--- config.mk ---
export PLATFORM = sky130hd
export DESIGN_NAME = pc_unit_flat
export DESIGN_NICKNAME = d
export VERILOG_FILES = /design/src/rtl/pc_if.sv /design/src/rtl/pc_unit.sv /design/src/flat_wrapper.sv
export SDC_FILE = /design/constraint.sdc
export NUM_CORES = 1
export LEC_CHECK = 0
export CORE_MARGIN = 2
export CORE_UTILIZATION = 46
export DETAILED_ROUTE_END_ITERATION = 12
export PLACE_DENSITY = 0.76
export SYNTH_ARGS = -nofsm -noshare
export SYNTH_HDL_FRONTEND = slang
export SYNTH_SLANG_ARGS = --single-unit
--- constraint.sdc ---
create_clock -name clk -period 3.54 [get_ports clk]
set_input_delay 0.531 -clock clk [delete_from_list [all_inputs] [get_ports clk]]
set_output_delay 0.531 -clock clk [all_outputs]
set_load 0.01 [all_outputs]
--- src/rtl/pc_if.sv ---
// pc_if: request and status signals between the pipeline and the fetch-PC unit
interface pc_if #(
  parameter int XLEN  = 32,
  parameter int CNT_W = 3
);
  logic            keep, exc_req, redirect_valid, id_jump, id_call, id_ret;
  logic [XLEN-1:0] redirect_pc, id_jump_pc, id_link_pc, pc, pc4;
  logic [2:0]      pc_src;
  logic            ret_pred_valid, ras_empty;
  logic [CNT_W-1:0] ras_count;
  modport master(
    output keep, exc_req, redirect_valid, redirect_pc, id_jump, id_jump_pc, id_call, id_link_pc, id_ret,
    input  pc, pc4, pc_src, ret_pred_valid, ras_empty, ras_count
  );
  modport slave(
    input  keep, exc_req, redirect_valid, redirect_pc, id_jump, id_jump_pc, id_call, id_link_pc, id_ret,
    output pc, pc4, pc_src, ret_pred_valid, ras_empty, ras_count
  );
endinterface

--- src/rtl/pc_unit.sv ---
// pc_unit: fetch-PC generator with prioritised next-PC select and circular return-address stack
module pc_unit #(
  parameter int              XLEN      = 32,
  parameter logic [XLEN-1:0] RESET_VEC = 32'h00400000,
  parameter logic [XLEN-1:0] EXC_VEC   = 32'h80000180,
  parameter int              RAS_DEPTH = 4,
  parameter int              CNT_W     = $clog2(RAS_DEPTH) + 1
) (
  input logic clk,
  input logic rst,
  pc_if.slave bus
);
  localparam int PW = $clog2(RAS_DEPTH);
  logic [XLEN-1:0] ras [RAS_DEPTH];
  logic [XLEN-1:0] pc_q, pc4, nxt, top;
  logic [PW-1:0]   ptr, top_idx, wr_idx;
  logic [CNT_W-1:0] cnt;
  logic [2:0]      src;
  logic            rpv, empty, flush, upd, ras_op, push, pop;
  always_comb begin
    pc4     = pc_q + XLEN'(4);
    empty   = cnt == '0;
    flush   = bus.exc_req | bus.redirect_valid;
    upd     = !bus.keep | flush;
    ras_op  = !bus.keep & !flush;
    push    = ras_op & bus.id_call;
    pop     = ras_op & bus.id_ret & !empty;
    top_idx = ptr - PW'(1);
    top     = ras[top_idx];
    src     = bus.exc_req ? 3'd4 : bus.redirect_valid ? 3'd3 :
              (bus.id_ret && !empty) ? 3'd2 : bus.id_jump ? 3'd1 : 3'd0;
    nxt     = src == 3'd4 ? EXC_VEC : src == 3'd3 ? bus.redirect_pc :
              src == 3'd2 ? top : src == 3'd1 ? bus.id_jump_pc : pc4;
    // a simultaneous call and return overwrites the top in place
    wr_idx  = pop ? top_idx : ptr;
  end
  assign bus.pc             = pc_q;
  assign bus.pc4            = pc4;
  assign bus.pc_src         = src;
  assign bus.ret_pred_valid = rpv;
  assign bus.ras_empty      = empty;
  assign bus.ras_count      = cnt;
  always_ff @(posedge clk or negedge rst)
    if (!rst) begin
      pc_q <= RESET_VEC;
      ptr  <= '0;
      cnt  <= '0;
      rpv  <= 1'b0;
    end else begin
      if (upd) begin
        pc_q <= nxt;
        rpv  <= src == 3'd2;
      end
      if (bus.exc_req) begin
        ptr <= '0;
        cnt <= '0;
      end else if (push && !pop) begin
        ptr <= ptr + PW'(1);
        cnt <= cnt == CNT_W'(RAS_DEPTH) ? cnt : cnt + CNT_W'(1);
      end else if (pop && !push) begin
        ptr <= top_idx;
        cnt <= cnt - CNT_W'(1);
      end
    end
  always_ff @(posedge clk)
    if (push) ras[wr_idx] <= bus.id_link_pc;
endmodule

--- src/flat_wrapper.sv ---
// flat-port wrapper written by rule: the top's interface ports become plain ports
module pc_unit_flat 
#(
  parameter int              XLEN      = 32,
  parameter logic [XLEN-1:0] RESET_VEC = 32'h00400000,
  parameter logic [XLEN-1:0] EXC_VEC   = 32'h80000180,
  parameter int              RAS_DEPTH = 4,
  parameter int              CNT_W     = $clog2(RAS_DEPTH) + 1
)
  (clk, rst, bus_keep, bus_exc_req, bus_redirect_valid, bus_redirect_pc, bus_id_jump, bus_id_jump_pc, bus_id_call, bus_id_link_pc, bus_id_ret, bus_pc, bus_pc4, bus_pc_src, bus_ret_pred_valid, bus_ras_empty, bus_ras_count);
  pc_if #(.XLEN(XLEN), .CNT_W(CNT_W)) bus_i ();
  input logic clk;
  input logic rst;
  input wire logic [$bits(bus_i.keep)-1:0] bus_keep;
  input wire logic [$bits(bus_i.exc_req)-1:0] bus_exc_req;
  input wire logic [$bits(bus_i.redirect_valid)-1:0] bus_redirect_valid;
  input wire logic [$bits(bus_i.redirect_pc)-1:0] bus_redirect_pc;
  input wire logic [$bits(bus_i.id_jump)-1:0] bus_id_jump;
  input wire logic [$bits(bus_i.id_jump_pc)-1:0] bus_id_jump_pc;
  input wire logic [$bits(bus_i.id_call)-1:0] bus_id_call;
  input wire logic [$bits(bus_i.id_link_pc)-1:0] bus_id_link_pc;
  input wire logic [$bits(bus_i.id_ret)-1:0] bus_id_ret;
  output wire logic [$bits(bus_i.pc)-1:0] bus_pc;
  output wire logic [$bits(bus_i.pc4)-1:0] bus_pc4;
  output wire logic [$bits(bus_i.pc_src)-1:0] bus_pc_src;
  output wire logic [$bits(bus_i.ret_pred_valid)-1:0] bus_ret_pred_valid;
  output wire logic [$bits(bus_i.ras_empty)-1:0] bus_ras_empty;
  output wire logic [$bits(bus_i.ras_count)-1:0] bus_ras_count;
  assign bus_i.keep = bus_keep;
  assign bus_i.exc_req = bus_exc_req;
  assign bus_i.redirect_valid = bus_redirect_valid;
  assign bus_i.redirect_pc = bus_redirect_pc;
  assign bus_i.id_jump = bus_id_jump;
  assign bus_i.id_jump_pc = bus_id_jump_pc;
  assign bus_i.id_call = bus_id_call;
  assign bus_i.id_link_pc = bus_id_link_pc;
  assign bus_i.id_ret = bus_id_ret;
  assign bus_pc = bus_i.pc;
  assign bus_pc4 = bus_i.pc4;
  assign bus_pc_src = bus_i.pc_src;
  assign bus_ret_pred_valid = bus_i.ret_pred_valid;
  assign bus_ras_empty = bus_i.ras_empty;
  assign bus_ras_count = bus_i.ras_count;
  pc_unit #(.XLEN(XLEN), .RESET_VEC(RESET_VEC), .EXC_VEC(EXC_VEC), .RAS_DEPTH(RAS_DEPTH), .CNT_W(CNT_W)) u_core (.clk(clk), .rst(rst), .bus(bus_i));
endmodule
## Word level (Yosys, flattened, before mapping)

Memory sizes are Yosys's and may differ from the RTL's.
Index checks and enable logic that the tools add are counted.

- Logic and storage cells: 51
- Output and inout port bits: 72
- RAM bits: 128
- Bits in registers: 38
- Memories: 1
- Bits of input ports: 104

Memory list:

| memory | depth | bits a word | read ports | clocked after memory_dff | write ports | RTL line | RTL |
|---|---|---|---|---|---|---|---|
| u_core.ras | 4 | 32 | 1 | 0 | 1 | pc_unit.sv:14 | `logic [XLEN-1:0] ras [RAS_DEPTH];` |

- Multiplexer cells: 18
- Equality and inequality tests: 6
- Reduce and logical (&&, ||, !) cells: 11
- Add/sub/neg operators: 5
- Bitwise operators: 6

Operator list:

| cell | count |
|---|---|
| 32-bit 2-to-1 mux | 4 |
| 32-bit by 3-bit adder with 32-bit output (second input constant) | 1 |
| 3-bit 2-to-1 mux | 7 |
| 2-bit 2-to-1 mux | 4 |
| 3-bit by 2-bit == test with 1-bit output (second input constant) | 2 |
| 3-bit == test (second input constant) | 2 |
| 1-bit logical NOT | 5 |
| 1-bit bitwise AND | 4 |
| 3-bit by 1-bit adder with 3-bit output (second input constant) | 1 |
| 3-bit by 1-bit == test with 1-bit output (second input constant) | 1 |
| 1-bit logical AND | 3 |
| 3-bit logical NOT | 1 |
| 1-bit 2-to-1 mux | 3 |
| 3-bit inequality test (second input constant) | 1 |
| 3-bit nonzero test | 1 |
| 3-bit by 1-bit subtractor with 3-bit output (second input constant) | 1 |
| 2-bit by 1-bit adder with 2-bit output (second input constant) | 1 |
| 1-bit OR | 2 |
| 2-bit AND reduction | 1 |
| 2-bit by 1-bit subtractor with 2-bit output (second input constant) | 1 |

## Longest topological paths before layout

- Word-level depth: 11
- Mapped depth: 8
- Depth with buffers taken out: 6

## Worst setup path before layout

Ideal clock, no wire load.

- Path type: register to register
- Start point: register u_core.cnt[2], in the netlist u_core.bus.ras_count[2]
- End point: memory u_core.ras[3][0] (enable)
- Slack: 0.135 ns
- Path buffers: 2
- Library setup time: 0.432 ns
- Data required time: 3.108 ns
- Stages on the path, launching flop included: 6
- Arrival time: 2.973 ns
- Period minus slack after synthesis: 3.405 ns
- Cells stage by stage: dfrtp_1 -> o31ai_1 -> buf_2 -> buf_2 -> nand3_1 -> a21oi_1

- Word-level cells in the longest chain between the ends: 4

RTL lines:

| what | RTL line | RTL |
|---|---|---|
| from (decl) | pc_unit.sv:17 | `logic [CNT_W-1:0] cnt;` |
| from (signal assigned) | pc_unit.sv:59 | `cnt <= cnt == CNT_W'(RAS_DEPTH) ? cnt : cnt + CNT_W'(1);` |
| from (signal assigned) | pc_unit.sv:62 | `cnt <= cnt - CNT_W'(1);` |
| 3-bit logical NOT | pc_unit.sv:22 | `empty = cnt == '0;` |
| 1-bit logical NOT | pc_unit.sv:27 | `pop = ras_op & bus.id_ret & !empty;` |
| 1-bit bitwise AND | pc_unit.sv:27 |  |
| 2-bit 2-to-1 mux | pc_unit.sv:35 | `wr_idx = pop ? top_idx : ptr;` |
| to (decl) | pc_unit.sv:14 |  |

Every way passes these cells.

## Worst setup path after layout

- Start point: register u_core.pc_q[4], in the netlist u_core.bus.pc[4]
- End point: output bus_pc4[17]

- Word-level cells in the longest chain between the ends: 1

RTL lines:

| what | RTL line | RTL |
|---|---|---|
| from (decl) | pc_unit.sv:15 | `logic [XLEN-1:0] pc_q, pc4, nxt, top;` |
| from (signal assigned) | pc_unit.sv:51 | `pc_q <= nxt;` |
| 32-bit by 3-bit adder with 32-bit output | pc_unit.sv:21 | `pc4 = pc_q + XLEN'(4);` |
| to (decl) | flat_wrapper.sv:24 | `output wire logic [$bits(bus_i.pc4)-1:0] bus_pc4;` |

Every way passes these cells.

==> results.cfg <==
[outcome]
outcome = finished, final reports clean

[setup_path]
path_cells = nand4_1, nor4_2, nand3_1, xnor2_1, clkdlybuf4s50_1
setup.worst_path.end = bus_pc4[17]
r2r_start = u_core.bus.ras_count[2]$_DFFE_PN0P_
r2r_slack_ns = 0.95
max_stage_delay_ns = 0.61
cpMaxStageDelayCell = clkdlybuf4s50_1
worstSetupStartpointType = flop
end_kind = primary output
reg2reg_to = u_core.bus.pc[21]$_DFFE_PN0P_
reg2reg_depth = 6
worst_ep_arrival_time_ns = 2.96
worstPathRequired_ns = 3.01
critPathMaxFanout = 9
crit_start = u_core.bus.pc[4]$_DFFE_PN0P_
setup.worst_path.class = reg -> out

[die]
fp-row-count = 48
initial_utilization_pct = 47.0
ioPinCount = 176
core_area_um2 = 17300
die_w_um = 137
die_y_um = 137
die-area_um2 = 18800

[global_routing]
grt_pass1_wl_um = 38000
grt_start_max_net_pins = 46
antenna_found_initial = 0
grt_pass1_vias = 6479
overflow = 0
track_usage_pct = 27.8

[flow_run]
drv_cap = 0

[drt]
drc_errors = 0
via_per_inst = 6.30
drt_first_pass_iters = 6
finalWirelength_um = 25300
drtIter0Drc = 575
avgRoutedWirePerCell_um = 24.4
dr_total_vias = 6534
ant_nets = 0

[synthesis]
synth_ff_type = edfxtp_1
ys_seq_area_share_pct = 59.0
ys_ff_latch = 166
synth_commonest_cells = 128 x edfxtp_1, 45 x a21oi_1, 40 x nor2_1
async_flop_share_pct = 22.9
synth.most_common_cell = edfxtp_1
synth_top_area_cell = edfxtp_1
yosys_warnings = 0
yosysUniqueCellTypes = 71
syn_nets = 734
synthTopCellsByArea = edfxtp_1 47%, dfrtp_1 11%, mux4_2 8.9%
synthesis.area_um2 = 8130
synth_top_area_share_pct = 47.3
synth_edf_count = 128
synthCells = 628
avgSynthCellArea_um2 = 12.9

[power]
power_mw = 4.82
leakage_nw = 3.68
powerDensity_nw_per_um2 = 447
ir_worst_vdd_mv = 0.386

[layout]
postLayoutCoreUtil_pct = 62.4
syn2layout_area_growth_pct = 32.8
final_cell_count_no_fill = 1037
n_antenna_cell = 0
final_layout_size_suffix_gt1_share_pct = 13.9
fin_nets = 905

[timing]
fin_ws_ns = 0.0444
worstMarginPinSlew_ns = 1.15
clock-skew-final_ns = 0.00945
layout_min_cycle_time_ns = 3.50
setup_violations = 0
fmax_mhz = 286
relSlewSlack_pct = 23.5
hold_viol = 0
report.final.slew_viol_count = 0
fin_crit_sh_pct = 98.7

[place]
dp.cells = 1005
io_buffers = 175
gp_congestion = 0.977
preCtsSetupSlack_ns = 0.548
dpl.hpwl_um = 17900

[clocking]
cts_tree = done
cts_made_buffers = 17
root_buffer = clkbuf_16
clock_latency_ns = 0.43
clock_sinks = 166
cts_setup_buffers = 0
clkTransAtPathRegs_ns = 0.06
h-tree-depth = 4
clockBufferDepth = 2

[hold_path]
min_path_type = in -> async
==> layout by cell type (no fill, tap or decap), drive strengths merged, types with 7 or more instances in the layout <==
cell,Yosys,layout
mux4,32,32
nor2,41,41
xnor2,23,23
nor3,10,10
clkdlybuf4s50,0,174
o21ai,20,20
clkbuf,25,18
nand2,36,36
nand2b,12,12
nand4,10,10
dfrtp,37,37
nand3,29,29
inv,19,25
nor4,9,9
buf,21,24
edfxtp,128,128
o211ai,7,7
xor2,8,8
o311ai,7,7
a31oi,14,14
a21oi,45,45
==> layer usage <==
metal / vias to the layer above / part of all wire (%) / track usage [%]
met4: 0 / 3.5 / 11.5
met3: 73 / 10 / 5.44
met5: - / 0 / 0
met1: 3211 / 39 / 37.3
li1: 2790 / - / -
met2: 460 / 48 / 44.4
==> worst min-delay path by stage <==
stage                                  from                            end  slack, ns  cells after the start
3_3_place_gp   u_core.bus.pc[1]$_DFFE_PN0P_   u_core.bus.pc[1]$_DFFE_PN0P_       0.53                      1
5_1_grt                                 rst   u_core.bus.pc[0]$_DFFE_PN0P_       0.31                      1
3_5_place_dp   u_core.bus.pc[0]$_DFFE_PN0P_   u_core.bus.pc[0]$_DFFE_PN0P_       0.54                      1
6_report                                rst   u_core.bus.pc[0]$_DFFE_PN0P_       0.25                      1
4_1_cts                                 rst  u_core.bus.pc[31]$_DFFE_PN0P_       0.28                      1
2_1_floorplan                           rst   u_core.bus.pc[0]$_DFFE_PN0P_       0.24                      0
==> repair_timing <==
action / in CTS / in global routing
gates resized for setup: 0 / 2
hold endpoints to repair: 0 / 0
hold buffers: 0 / 0
endpoints found under the setup margin: 0 / 3
==> critical path: cells and delay by family (launching register included) <==
kind                   cells  cell delay (ns)
buffers and inverters      1             0.61
flip-flops                 1             0.52
XOR/XNOR                   1             0.29
AND/OR/NAND/NOR            3             1.12
==> logic make-up after synthesis <==
logic type               Yosys count  synth area share (%)
multiplexers                      34                  9.11
adder cells (fa/ha/maj)            2                 0.400
flip-flops                       166                  59.0
AND/OR/NAND/NOR                  170                  11.3
AO/OA/AOI/OAI                    159                  13.2
buffers and inverters             66                  3.66
XOR/XNOR                          31                  3.34
==> flip-flops by register name, summed over array words and instances, names as in the netlist <==
register                   cells
u_core.bus.ret_pred_valid      1
u_core.bus.ras_count           3
u_core.ras                   128
u_core.bus.pc                 32
u_core.ptr                     2
==> metrics by stage <==
stage                     TNS (ns)  cell area, um2  hold WS [ns]
final                            0           10800         0.253
after global routing      -0.00498           10800         0.312
after CTS                        0           10800         0.279
after detailed placement         0           10200         0.536
after global placement           0           10200         0.527
after floorplan                  0            8130         0.235
==> layout make-up <==
type	count	area [um2]
clock inverters	14	148
repair buffers	198	1980
multi-input cells	396	3080
inverters	20	75.1
well taps	225	282
clock buffers	18	429
flip-flops and latches	166	4800
fillers	1303	6500
==> report_power, final <==
group	leakage (nW)	switching, mW	internal (mW)
Sequential	1.64	0.0875	2.15
Combinational	1.76	0.362	0.388
Clock	0.281	0.787	1.05
Total	3.68	1.24	3.59
Note: power is estimated with default switching activity, not from simulation.
